$ cat src/rtl/lsu.sv
// Load/store unit for the RV32I memory stage: one outstanding req/ack
// transaction on the data port, ALU-result passthrough, and precise
// misaligned/illegal-access reporting without touching memory.
module lsu #(
    parameter int DATA_WIDTH = 32
) (
    input  logic                    clk,
    input  logic                    rst_n,
    input  logic                    ex_valid_i,
    input  logic                    mem_read_i,
    input  logic                    mem_write_i,
    input  logic                    reg_write_i,
    input  logic [2:0]              funct3_i,
    input  logic [DATA_WIDTH-1:0]   alu_res_i,
    input  logic [DATA_WIDTH-1:0]   store_data_i,
    input  logic [4:0]              rd_in_i,
    output logic                    lsu_stall_o,
    output logic                    dmem_req_o,
    output logic                    dmem_we_o,
    output logic [DATA_WIDTH-1:0]   dmem_addr_o,
    output logic [DATA_WIDTH-1:0]   dmem_wdata_o,
    output logic [3:0]              dmem_be_o,
    input  logic                    dmem_ack_i,
    input  logic [DATA_WIDTH-1:0]   dmem_rdata_i,
    output logic                    wb_valid_o,
    output logic [4:0]              wb_rd_o,
    output logic [DATA_WIDTH-1:0]   wb_data_o,
    output logic                    lsu_exc_o,
    output logic                    exc_cause_o,
    output logic [DATA_WIDTH-1:0]   exc_addr_o
);

    typedef enum logic {
        IDLE = 1'b0,
        WAIT = 1'b1
    } state_e;

    state_e                  state_q, state_d;
    logic                    dmem_we_q, dmem_we_d;
    logic [DATA_WIDTH-1:0]   dmem_addr_q, dmem_addr_d;
    logic [DATA_WIDTH-1:0]   dmem_wdata_q, dmem_wdata_d;
    logic [3:0]              dmem_be_q, dmem_be_d;
    logic                    wb_valid_q, wb_valid_d;
    logic [4:0]              wb_rd_q, wb_rd_d;
    logic [DATA_WIDTH-1:0]   wb_data_q, wb_data_d;
    logic                    lsu_exc_q, lsu_exc_d;
    logic                    exc_cause_q, exc_cause_d;
    logic [DATA_WIDTH-1:0]   exc_addr_q, exc_addr_d;
    logic [2:0]              funct3_q, funct3_d;
    logic [1:0]              off_q, off_d;
    logic [4:0]              rd_q, rd_d;

    logic                    is_mem;
    logic                    illegal;
    logic                    misaligned;
    logic [DATA_WIDTH-1:0]   st_wdata;
    logic [3:0]              st_be;
    logic [7:0]              byte_sel;
    logic [15:0]             half_sel;
    logic [DATA_WIDTH-1:0]   load_data;

    // Classify the presented instruction: memory op, illegal encoding, misalignment.
    always_comb begin
        is_mem     = mem_read_i | mem_write_i;
        illegal    = (mem_read_i & mem_write_i)
                   | (mem_read_i & ((funct3_i == 3'b011) | (funct3_i == 3'b110) | (funct3_i == 3'b111)))
                   | (mem_write_i & (funct3_i > 3'b010));
        misaligned = ((funct3_i[1:0] == 2'b01) & alu_res_i[0])
                   | ((funct3_i[1:0] == 2'b10) & (alu_res_i[1:0] != 2'b00));
    end

    // Store lane replication and byte enables; loads read the full word.
    always_comb begin
        st_wdata = store_data_i;
        st_be    = 4'b1111;
        if (mem_read_i) begin
            st_wdata = '0;
        end else begin
            case (funct3_i[1:0])
                2'b00: begin
                    st_wdata = {4{store_data_i[7:0]}};
                    st_be    = 4'b0001 << alu_res_i[1:0];
                end
                2'b01: begin
                    st_wdata = {2{store_data_i[15:0]}};
                    st_be    = alu_res_i[1] ? 4'b1100 : 4'b0011;
                end
                default: ;
            endcase
        end
    end

    // Pick the addressed byte/half from the returned word and extend it.
    always_comb begin
        load_data = dmem_rdata_i;
        byte_sel  = dmem_rdata_i[{off_q, 3'b000} +: 8];
        half_sel  = off_q[1] ? dmem_rdata_i[31:16] : dmem_rdata_i[15:0];
        case (funct3_q)
            3'b000:  load_data = {{24{byte_sel[7]}}, byte_sel};
            3'b100:  load_data = {24'd0, byte_sel};
            3'b001:  load_data = {{16{half_sel[15]}}, half_sel};
            3'b101:  load_data = {16'd0, half_sel};
            default: load_data = dmem_rdata_i;
        endcase
    end

    // Next-state and registered-output logic for the IDLE/WAIT controller.
    always_comb begin
        // NOTE: every _d gets a default before any branch; a path that leaves
        // one unassigned would infer a latch instead of a flop input.
        state_d      = state_q;
        dmem_we_d    = dmem_we_q;
        dmem_addr_d  = dmem_addr_q;
        dmem_wdata_d = dmem_wdata_q;
        dmem_be_d    = dmem_be_q;
        wb_valid_d   = 1'b0;
        wb_rd_d      = wb_rd_q;
        wb_data_d    = wb_data_q;
        lsu_exc_d    = 1'b0;
        exc_cause_d  = exc_cause_q;
        exc_addr_d   = exc_addr_q;
        funct3_d     = funct3_q;
        off_d        = off_q;
        rd_d         = rd_q;

        case (state_q)
            IDLE: begin
                if (ex_valid_i) begin
                    if (!is_mem) begin
                        if (reg_write_i && (rd_in_i != 5'd0)) begin
                            wb_valid_d = 1'b1;
                            wb_rd_d    = rd_in_i;
                            wb_data_d  = alu_res_i;
                        end
                    end else if (illegal || misaligned) begin
                        // Illegal encoding takes priority over alignment.
                        lsu_exc_d   = 1'b1;
                        exc_cause_d = illegal;
                        exc_addr_d  = alu_res_i;
                    end else begin
                        state_d      = WAIT;
                        dmem_we_d    = mem_write_i;
                        dmem_addr_d  = {alu_res_i[DATA_WIDTH-1:2], 2'b00};
                        dmem_wdata_d = st_wdata;
                        dmem_be_d    = st_be;
                        funct3_d     = funct3_i;
                        off_d        = alu_res_i[1:0];
                        rd_d         = rd_in_i;
                    end
                end
            end
            WAIT: begin
                if (dmem_ack_i) begin
                    state_d = IDLE;
                    if (!dmem_we_q && (rd_q != 5'd0)) begin
                        wb_valid_d = 1'b1;
                        wb_rd_d    = rd_q;
                        wb_data_d  = load_data;
                    end
                end
            end
            default: state_d = IDLE;
        endcase
    end

    // State and output registers, all cleared by the asynchronous reset.
    always_ff @(posedge clk or negedge rst_n) begin
        if (!rst_n) begin
            state_q      <= IDLE;
            dmem_we_q    <= 1'b0;
            dmem_addr_q  <= '0;
            dmem_wdata_q <= '0;
            dmem_be_q    <= '0;
            wb_valid_q   <= 1'b0;
            wb_rd_q      <= '0;
            wb_data_q    <= '0;
            lsu_exc_q    <= 1'b0;
            exc_cause_q  <= 1'b0;
            exc_addr_q   <= '0;
            funct3_q     <= '0;
            off_q        <= '0;
            rd_q         <= '0;
        end else begin
            // NOTE: non-blocking so every flop samples pre-edge values.
            state_q      <= state_d;
            dmem_we_q    <= dmem_we_d;
            dmem_addr_q  <= dmem_addr_d;
            dmem_wdata_q <= dmem_wdata_d;
            dmem_be_q    <= dmem_be_d;
            wb_valid_q   <= wb_valid_d;
            wb_rd_q      <= wb_rd_d;
            wb_data_q    <= wb_data_d;
            lsu_exc_q    <= lsu_exc_d;
            exc_cause_q  <= exc_cause_d;
            exc_addr_q   <= exc_addr_d;
            funct3_q     <= funct3_d;
            off_q        <= off_d;
            rd_q         <= rd_d;
        end
    end

    // The request is outstanding exactly while the controller waits.
    assign lsu_stall_o  = (state_q == WAIT);
    assign dmem_req_o   = (state_q == WAIT);
    assign dmem_we_o    = dmem_we_q;
    assign dmem_addr_o  = dmem_addr_q;
    assign dmem_wdata_o = dmem_wdata_q;
    assign dmem_be_o    = dmem_be_q;
    assign wb_valid_o   = wb_valid_q;
    assign wb_rd_o      = wb_rd_q;
    assign wb_data_o    = wb_data_q;
    assign lsu_exc_o    = lsu_exc_q;
    assign exc_cause_o  = exc_cause_q;
    assign exc_addr_o   = exc_addr_q;

endmodule
$ cat config.mk
export PLATFORM = sky130hd
export DESIGN_NAME = lsu
export DESIGN_NICKNAME = d
export VERILOG_FILES = /design/src/rtl/lsu.sv
export SDC_FILE = /design/constraint.sdc
export NUM_CORES = 1
export LEC_CHECK = 0
export CAP_MARGIN = 20
export CELL_PAD_IN_SITES_DETAIL_PLACEMENT = 0
export CELL_PAD_IN_SITES_GLOBAL_PLACEMENT = 1
export CORE_MARGIN = 1
export CORE_UTILIZATION = 30
export CTS_CLUSTER_SIZE = 20
export DETAILED_ROUTE_END_ITERATION = 12
export GPL_ROUTABILITY_DRIVEN = 0
export PLACE_DENSITY = 0.75
export SLEW_MARGIN = 10
export SYNTH_ARGS = -nofsm -noshare
export SYNTH_HDL_FRONTEND = slang
export SYNTH_SLANG_ARGS = --single-unit
$ cat constraint.sdc
create_clock -name clk -period 4.95 [get_ports clk]
set_clock_uncertainty 0.1 [all_clocks]
set_input_delay 0.99 -clock clk [delete_from_list [all_inputs] [get_ports clk]]
set_output_delay 0.99 -clock clk [all_outputs]
set_load 0.05 [all_outputs]
### Yosys cells after proc, flatten, opt, wreduce, memory -nomap -nowiden

Index checks and enable logic that the tools add are counted.

* register bits: 150
* output and inout port bits: 143
* word-level logic and storage cells: 89
* input port bits: 111

* bitwise gates (word level): 13
* order comparisons: 1
* muxes and demuxes: 34
* shift-type cells: 2
* equal/unequal tests: 13
* reduce and logical (&&, ||, !) cells: 12

Operators by type and width (count)
* $mux 32: 6
* $pmux 32 s2: 2
* $pmux 32 s4: 1
* $shiftx 32x6->8: 1
* $mux 5: 5
* $mux 16: 1
* $mux 1: 13
* $eq 3x3->1 const B: 4
* $pmux 5 s2: 1
* $reduce_bool 5->1: 2
* $mux 4: 2
* $ne 2x2->1 const B: 4
* $pmux 4 s2: 1
* $reduce_and 4->1: 2
* $or 1x1->1: 6
* $and 1x1->1: 5
* $reduce_and 5->1: 1
* $pmux 1 s2: 2
* $shl 1x2->4 const A: 1
* $eq 3x1->1 const B: 1
* $eq 3x2->1 const B: 1
* $gt 3x2->1 const B: 1
* $logic_not 3->1: 1
* $eq 2x1->1 const B: 1
* other kinds (8): 10

### Logic depth before layout (Yosys ltp)

* word-level depth: 11
* mapped depth: 8
* depth with buffers taken out: 6

### Worst setup path before layout

Ideal clock, no wire load.

* path type: input port to flip-flop
* start point: in mem_read_i
* end point: reg exc_addr_q[10], in the netlist exc_addr_o[10]
* setup slack: 2.448 ns
* cell stages on the path: 6
* required time: 4.725 ns
* library setup time: 0.125 ns
* buffers on the path: 2
* data arrival time: 2.277 ns
* cells stage by stage: buf_2 o21ai_1 a211o_1 a21oi_4 buf_4 mux2_2

* longest elaborated chain between the ends: 5
* elaborated cells on any way between the ends: 7

RTL lines
* start: declaration: RTL line 10 `input logic mem_read_i,`
* $and 1x1->1 (on tied branches): RTL line 65, 66
* $or 1x1->1: RTL line 66 `| (mem_read_i & ((funct3_i == 3'b011) | (funct3_i == 3'b110) | (funct3_i == 3'b111)))`
* $or 1x1->1: RTL line 67 `| (mem_write_i & (funct3_i > 3'b010));`
* $logic_or 1x1->1: RTL line 135 `end else if (illegal || misaligned) begin`
* $reduce_and 4->1 (no line) *
* end signal: assignment: RTL line 195 `exc_addr_q <= exc_addr_d;`
* end: declaration: RTL line 48 `logic [DATA_WIDTH-1:0] exc_addr_q, exc_addr_d;`

Every way passes the cells marked *; elsewhere a longest branch is shown, timed or not.
A chain may end at the register's enable or synchronous reset.

### Final worst setup path

* start point: in mem_read_i
* end point: reg dmem_addr_q[21], in the netlist dmem_addr_o[21]

* longest elaborated chain between the ends: 6
* elaborated cells on any way between the ends: 8

RTL lines
* $and 1x1->1 (on tied branches): RTL line 65, 66
* $or 1x1->1: RTL line 66
* $or 1x1->1: RTL line 67
* $logic_or 1x1->1: RTL line 135
* $not 1->1 (no line)
* $reduce_and 4->1 (no line) *
* end signal: assignment: RTL line 187 `dmem_addr_q <= dmem_addr_d;`
* end: declaration: RTL line 40 `logic [DATA_WIDTH-1:0] dmem_addr_q, dmem_addr_d;`

Marked as above.

==> reports/results.tsv <==
metric	value	unit
status	finished clean	
clk_latency	0.42	ns
post-cts-setup-buffer-count	0	
crit_required	5.16	ns
critPathKind	input port to register	
fin_crit	3.54	ns
holdCritPathClass	register to register	
slowest_delay	0.99	ns
wl	22900	um
hold_ws	0.376	ns
grt_pass1_vias	5859	
cpLargestDelayFamily	buffers and inverters	
synthCells	629	
syn_to_final_growth	46.2	%
dpl_cell_area	9750	um2
htree_levels	4	
stdcell_count	1185	
cap_viol_max_count	0	
crit_path_top_delay_cell	clkdlybuf4s50_1	
clock-sinks	150	
setup_violations	0	
yosys-top-cells-area	dfrtp_1 (53%), mux2_2 (12%), mux2i_1 (4.8%)	
num_vias	5806	
first_pass_iters	4	
die_w	155	um
power_leakage	4.20	nW
post_cts_resized	0	
clock_tree.root_cell	clkbuf_16	
clk_pin_slew	0.07	ns
use_met2	0.316	
period_share	0.715	
ys_ff_latch	150	
dp_cells	1152	
r2r_end	wb_data_o[16]	
r2r_cells	5	
path_cells	clkdlybuf4s50_1 > a211oi_1 > a211o_1 > nand3b_4 > buf_4 > mux2_2	
die_y	155	um
cts_tree	yes	
synthDistinctLibCells	51	
hold_start	wb_rd_o[2]	
drt_iter0_drc	228	
regToRegSetupSlack	1.86	ns
slew_violations	0	
grt.total_usage	0.195	
synth_top_area_cell	dfrtp_1	
die_area	24100	um2
clockBufferDepth	2	
fmax	283	MHz
grtUsageMet3	0.0702	
rows	55	
ios	254	
crit_fanout	35	
grt.busiest_layer	met2	
synth_area	7060	um2
synth.yosys.warnings	0	
worst_pin_slew	0.995	ns
end_kind	register	
rsz0062_at_grt	no	
cts_hold_buf	0	
ant_nets	0	
hpwl	16500	um
whs_path_depth	2	
whs_endpoint	wb_rd_o[2]	
wl_per_cell	19.4	um
p_total	6.35	mW
final_area	10300	um2
grt_pass1_wl	35400	um
antenna_found_initial	0	
nFillCells	2234	
synth_area_per_cell	11.2	um2
ir_worst_vdd	0.220	mV
io_buffers	251	
start_util	0.309	
overflow	0	
drc	0	
grtUsageMet1	0.241	
drive_gt1_frac	0.150	
vias_per_cell	4.90	
synth_top_area_frac	0.532	
worst_ep_arrival_time	3.75	ns
finalHoldViolations	0	
cts_buffers	17	
cp_num_buf_inv	2	
nets	969	
timing.rr.start	dmem_req_o	
fin_setup_tns	0	ns
power_density	615	nW/um2
yosysSeqAreaShare	0.532	
core_area	22800	um2
slew_headroom	0.337	
startpoint_type	input port	
grt_max_degree	94	
==> cell families (layout without fill, tap and decap cells) <==
group,Yosys count,in the layout,synth area share
multiplexers,112,112,0.174
AND/OR/NAND/NOR,144,144,0.0871
other,1,3,0.000531
buffers and inverters,61,302,0.0484
AO/OA/AOI/OAI,160,160,0.157
XOR/XNOR,1,1,0.00124
flip-flops,150,150,0.532
==> flip-flops by register name, summed over array words and instances, names as in the netlist <==
signal / flops
dmem_addr_o: 30
exc_addr_o: 32
wb_valid_o: 1
wb_rd_o: 5
dmem_we_o: 1
funct3_q: 3
dmem_req_o: 1
dmem_be_o: 4
off_q: 2
dmem_wdata_o: 32
wb_data_o: 32
exc_cause_o: 1
rd_q: 5
lsu_exc_o: 1
==> Yosys cell counts (all sizes together) <==
cell	number
a221oi	7
dfrtp	150
a211oi	1
o31a	4
o2111ai	2
nand2b	10
clkinv	2
o22ai	10
a21o	1
nor2b	4
o221ai	3
or4	2
nor4	2
a31oi	1
inv	9
o31ai	24
or3	1
o2bb2ai	17
nor3	1
nand2	82
a2bb2oi	7
nor2	35
buf	32
and3	1
mux4	1
conb	1
nand3	3
a21oi	29
o21ai	49
mux2	77
o221a	1
a211o	3
mux2i	34
a221o	1
clkbuf	18
and3b	1
xor2	1
nand3b	1
nor3b	1
==> report_power, final <==
| group | internal (mW) | switching, mW | total (mW) |
|---|---|---|---|
| sequential | 1.64 | 0.274 | 1.91 |
| combinational | 1.10 | 2.06 | 3.15 |
| clock | 0.701 | 0.576 | 1.28 |
| total | 3.44 | 2.91 | 6.35 |
==> placed cells by master, fill, tap and decap left out, drive strengths merged, types with 2 or more instances in the layout <==
| cell | instances |
|---|---|
| nand2 | 82 |
| a211o | 3 |
| o221ai | 3 |
| dfrtp | 150 |
| clkbuf | 17 |
| nor4 | 2 |
| a221oi | 7 |
| o2bb2ai | 17 |
| inv | 14 |
| clkinvlp | 6 |
| or4 | 2 |
| o22ai | 10 |
| nor2 | 35 |
| mux2 | 77 |
| nand3 | 3 |
| o21ai | 49 |
| nand2b | 10 |
| clkdlybuf4s50 | 250 |
| nor2b | 4 |
| o31ai | 24 |
| buf | 9 |
| conb | 2 |
| a2bb2oi | 7 |
| o31a | 4 |
| a21oi | 29 |
| clkinv | 5 |
| o2111ai | 2 |
| mux2i | 34 |
==> routing by layer <==
layer  share of wire  up-vias
met2            0.47      229
met5               0        -
met3           0.096       23
li1                -     2719
met4           0.015        0
met1            0.42     2835
==> per-stage QoR <==
step / util / setup WS [ns]
final: 0.452 / 1.41
after global routing: 0.452 / 1.22
after CTS: 0.452 / 1.44
after detailed placement: 0.427 / 0.990
after global placement: 0.427 / 0.998
after floorplan: - / 2.45
==> how the worst max path moves through the flow <==
stage	startpoint	to	slack (ns)	depth (start not counted)
2_1_floorplan	mem_read_i	exc_addr_o[10]	2.45	6
3_5_place_dp	mem_read_i	dmem_addr_o[10]	0.99	6
5_1_grt	mem_read_i	dmem_addr_o[14]	1.22	6
6_report	mem_read_i	dmem_addr_o[21]	1.41	6
4_1_cts	mem_read_i	dmem_addr_o[21]	1.44	6
3_3_place_gp	mem_read_i	dmem_addr_o[20]	1.0	6
==> layout make-up <==
class                           count  area, um2  share of cell area
Inverter                           11       41.3             0.00400
Clock inverter                     15        145              0.0141
Timing Repair Buffer              259       2590               0.251
Clock buffer                       17        425              0.0412
Tap cell                          313        392              0.0379
Antenna cell                        1       2.50            0.000242
Sequential cell                   150       3750               0.364
Multi-Input combinational cell    419       2970               0.288
==> worst register-to-register path: stages (launching register included) <==
cell and delay (ns):
dfrtp_1 0.44, buf_4 0.42, clkinv_1 0.68, a31oi_2 0.98
o2bb2ai_1 0.22, o21ai_0 0.10
(Power assumes the default switching activity.)
==> RTL change: new RTL, config.mk and constraints unchanged <==
`wb_data_q` no longer has a reset.
--- a/src/rtl/lsu.sv
+++ b/src/rtl/lsu.sv
@@ -175,3 +175,2 @@
             wb_rd_q      <= '0;
-            wb_data_q    <= '0;
             lsu_exc_q    <= 1'b0;
@@ -191,3 +190,2 @@
             wb_rd_q      <= wb_rd_d;
-            wb_data_q    <= wb_data_d;
             lsu_exc_q    <= lsu_exc_d;
@@ -199,2 +197,6 @@
         end
+    end
+
+    always_ff @(posedge clk) begin
+        wb_data_q <= wb_data_d;
     end
Function: changed (Yosys sat finds a counterexample within 4 cycles, from zero or initial values and one cycle with rst_n low).
==> RTL change against the original RTL <==
- clock power barely moved
- final cell count shrank 5.0%
- setup slack better by 0.075 ns
- die area up 0.47%
- sequential cell count stayed put
- synthesized cell count shrank 11%
- first-iteration DRC count is 19% lower
- cell area up 1.3%
- power is 13% lower
- area after synthesis grew 0.48%
- critical path depth is the same
- routed wire length decreased by 7.1%
- count of clock-buffer cells in the layout increased by 3
- largest cell class unchanged
- highest routed layer unchanged
==> RTL change: results <==
metrics = {
    "synth": {
        "synthTopCellsByArea": "dfrtp_1 (42%), mux2_2 (18%), edfxtp_1 (14%), mux2_4 (4.9%), mux2i_1 (2.7%)",
        "synthTopCellsByCount": "dfrtp_1 (118), mux2_2 (111), nand2_1 (42), nor2_1 (40), a21oi_1 (34)",
        "synth_compound_area_share_pct": 8.89,
        "synth-xor-area-share_pct": 0.124,
        "postSynthAreaPerCell_um2": 12.7,
        "yosysWarningCount": 0,
        "synth_edf_count": 32,
        "synthMuxAreaShare_pct": 25.7,
        "synth_async_sr_flop_share_pct": 78.7,
        "seq_area_frac_synth_pct": 55.2,
        "ys_types": 46,
    },
    "clock_tree": {
        "cts_resized": 0,
        "htree_num_levels": 4,
        "clk_pin_slew_worst_paths_ns": 0.06,
        "cts-root-buf": "clkbuf_16",
        "cts-buffers-inserted": 17,
        "cts.path.max_buffers": 2,
        "post-cts-setup-buffers": 0,
        "clk_latency_ns": 0.42,
    },
    "global_route": {
        "grt_max_degree": 86,
        "grt_pass1_wl_um": 32400,
        "antenna_found_initial": 1,
        "grt_pass1_vias": 5344,
        "grt_usage_pct": 17.9,
    },
    "critical_path": {
        "crit_fanout": 23,
        "ff2ff_path_depth": 5,
        "worstReg2RegEnd": "dmem_addr_o[18]$_DFFE_PN0P_",
        "ff2ff_setup_slack_ns": 2.08,
        "cp_data_arrival_time_ns": 3.66,
    },
    "drt": {
        "vias_per_cell": 4.72,
        "highest_layer": "met4",
        "drt_iter0_drc": 184,
        "via_count": 5316,
        "wl_met3_um": 1460,
        "wl_met1_um": 9200,
        "dr.pass1.iters": 4,
        "avgRoutedWirePerCell_um": 18.9,
        "met2_length_um": 10100,
    },
    "finish": {
        "finish.net_count": 910,
        "drive_above_1_share_pct": 22.3,
        "fillers": 2139,
    },
    "hold_path": {
        "hold_depth": 1,
        "hold_class": "reg2reg",
        "holdPathEnd": "exc_addr_o[3]$_DFFE_PN0P_",
        "worstHoldStart": "exc_addr_o[3]$_DFFE_PN0P_",
    },
    "power_and_ir_drop": {
        "irDropWorstVdd_v": 0.000258,
        "p_leak_nw": 4.24,
    },
    "placement": {
        "post_dp_cell_area_um2": 9880,
        "hpwl_um": 15500,
        "port_buffers": 251,
        "dp.cells": 1093,
    },
    "sta": {
        "relSlewSlack_pct": 39.6,
        "fin_hold_ws_ns": 0.398,
    },
    "status": {
        "outcome": "completed",
    },
}
-- RTL change: cell count changes after synthesis, sizes merged, moves of 8 or more --
cell / change
mux2i: -15
dfrtp: -32
o31ai: -22
mux2: +58
nor2b: +8
o21ai: -27
buf: -8
edfxtp: +32
nand2: -40
o2bb2ai: -17
a211oi: +16
-- RTL change: worst max path at each step --
stage,from,end,slack (ns),cells after the start
3_3_place_gp,mem_read_i,exc_addr_o[6]$_DFFE_PN0P_,1.06,6
6_report,mem_read_i,exc_addr_o[15]$_DFFE_PN0P_,1.49,6
3_5_place_dp,mem_read_i,exc_addr_o[15]$_DFFE_PN0P_,1.04,6
4_1_cts,dmem_req_o$_DFF_PN0_,lsu_stall_o,1.48,1
2_1_floorplan,dmem_ack_i,wb_rd_o[0]$_DFFE_PN0P_,2.19,3
5_1_grt,mem_read_i,exc_addr_o[8]$_DFFE_PN0P_,1.32,6
-- RTL change: kinds of logic after synthesis --
group / after synthesis
multiplexers: 155
flip-flops: 150
AND/OR/NAND/NOR: 111
AO/OA/AOI/OAI: 98
buffers and inverters: 41
XOR/XNOR: 1
other: 1
-- RTL change: area by class of cell --
cell class	instances	area (µm²)	area share, %
diodes	2	5.00	0.0479
clock buffers	20	447	4.27
clock inverters	11	125	1.20
inverters	4	15.0	0.144
multi-input cells	367	2970	28.4
flip-flops and latches	150	3920	37.4
well taps	313	392	3.74
repair buffers	259	2590	24.7
-- RTL change: through the flow --
step	total power [mW]	setup WS, ns
floorplan	3.38	2.19
global placement	4.23	1.06
detailed placement	4.25	1.04
CTS	5.55	1.48
global route	5.74	1.32
finish	5.49	1.49
-- RTL change: metal layers --
layer / GRT usage (%) / vias up
li1: - / 2497
met2: 28.2 / 174
met1: 23.3 / 2620
met3: 4.86 / 25
met4: 7.05 / 0
met5: 0 / -
-- RTL change: power breakdown --
group	total (mW)	switching, mW	internal (mW)
logic	2.42	1.49	0.929
registers	1.79	0.203	1.59
clock network	1.28	0.527	0.755
-- RTL change: critical path, stage by stage --
cell and delay, ns:
clkdlybuf4s50_1 0.98, nor2_1 0.17, o211a_2 0.35, a21oi_4 0.36
buf_4 0.41, mux2_2 0.38
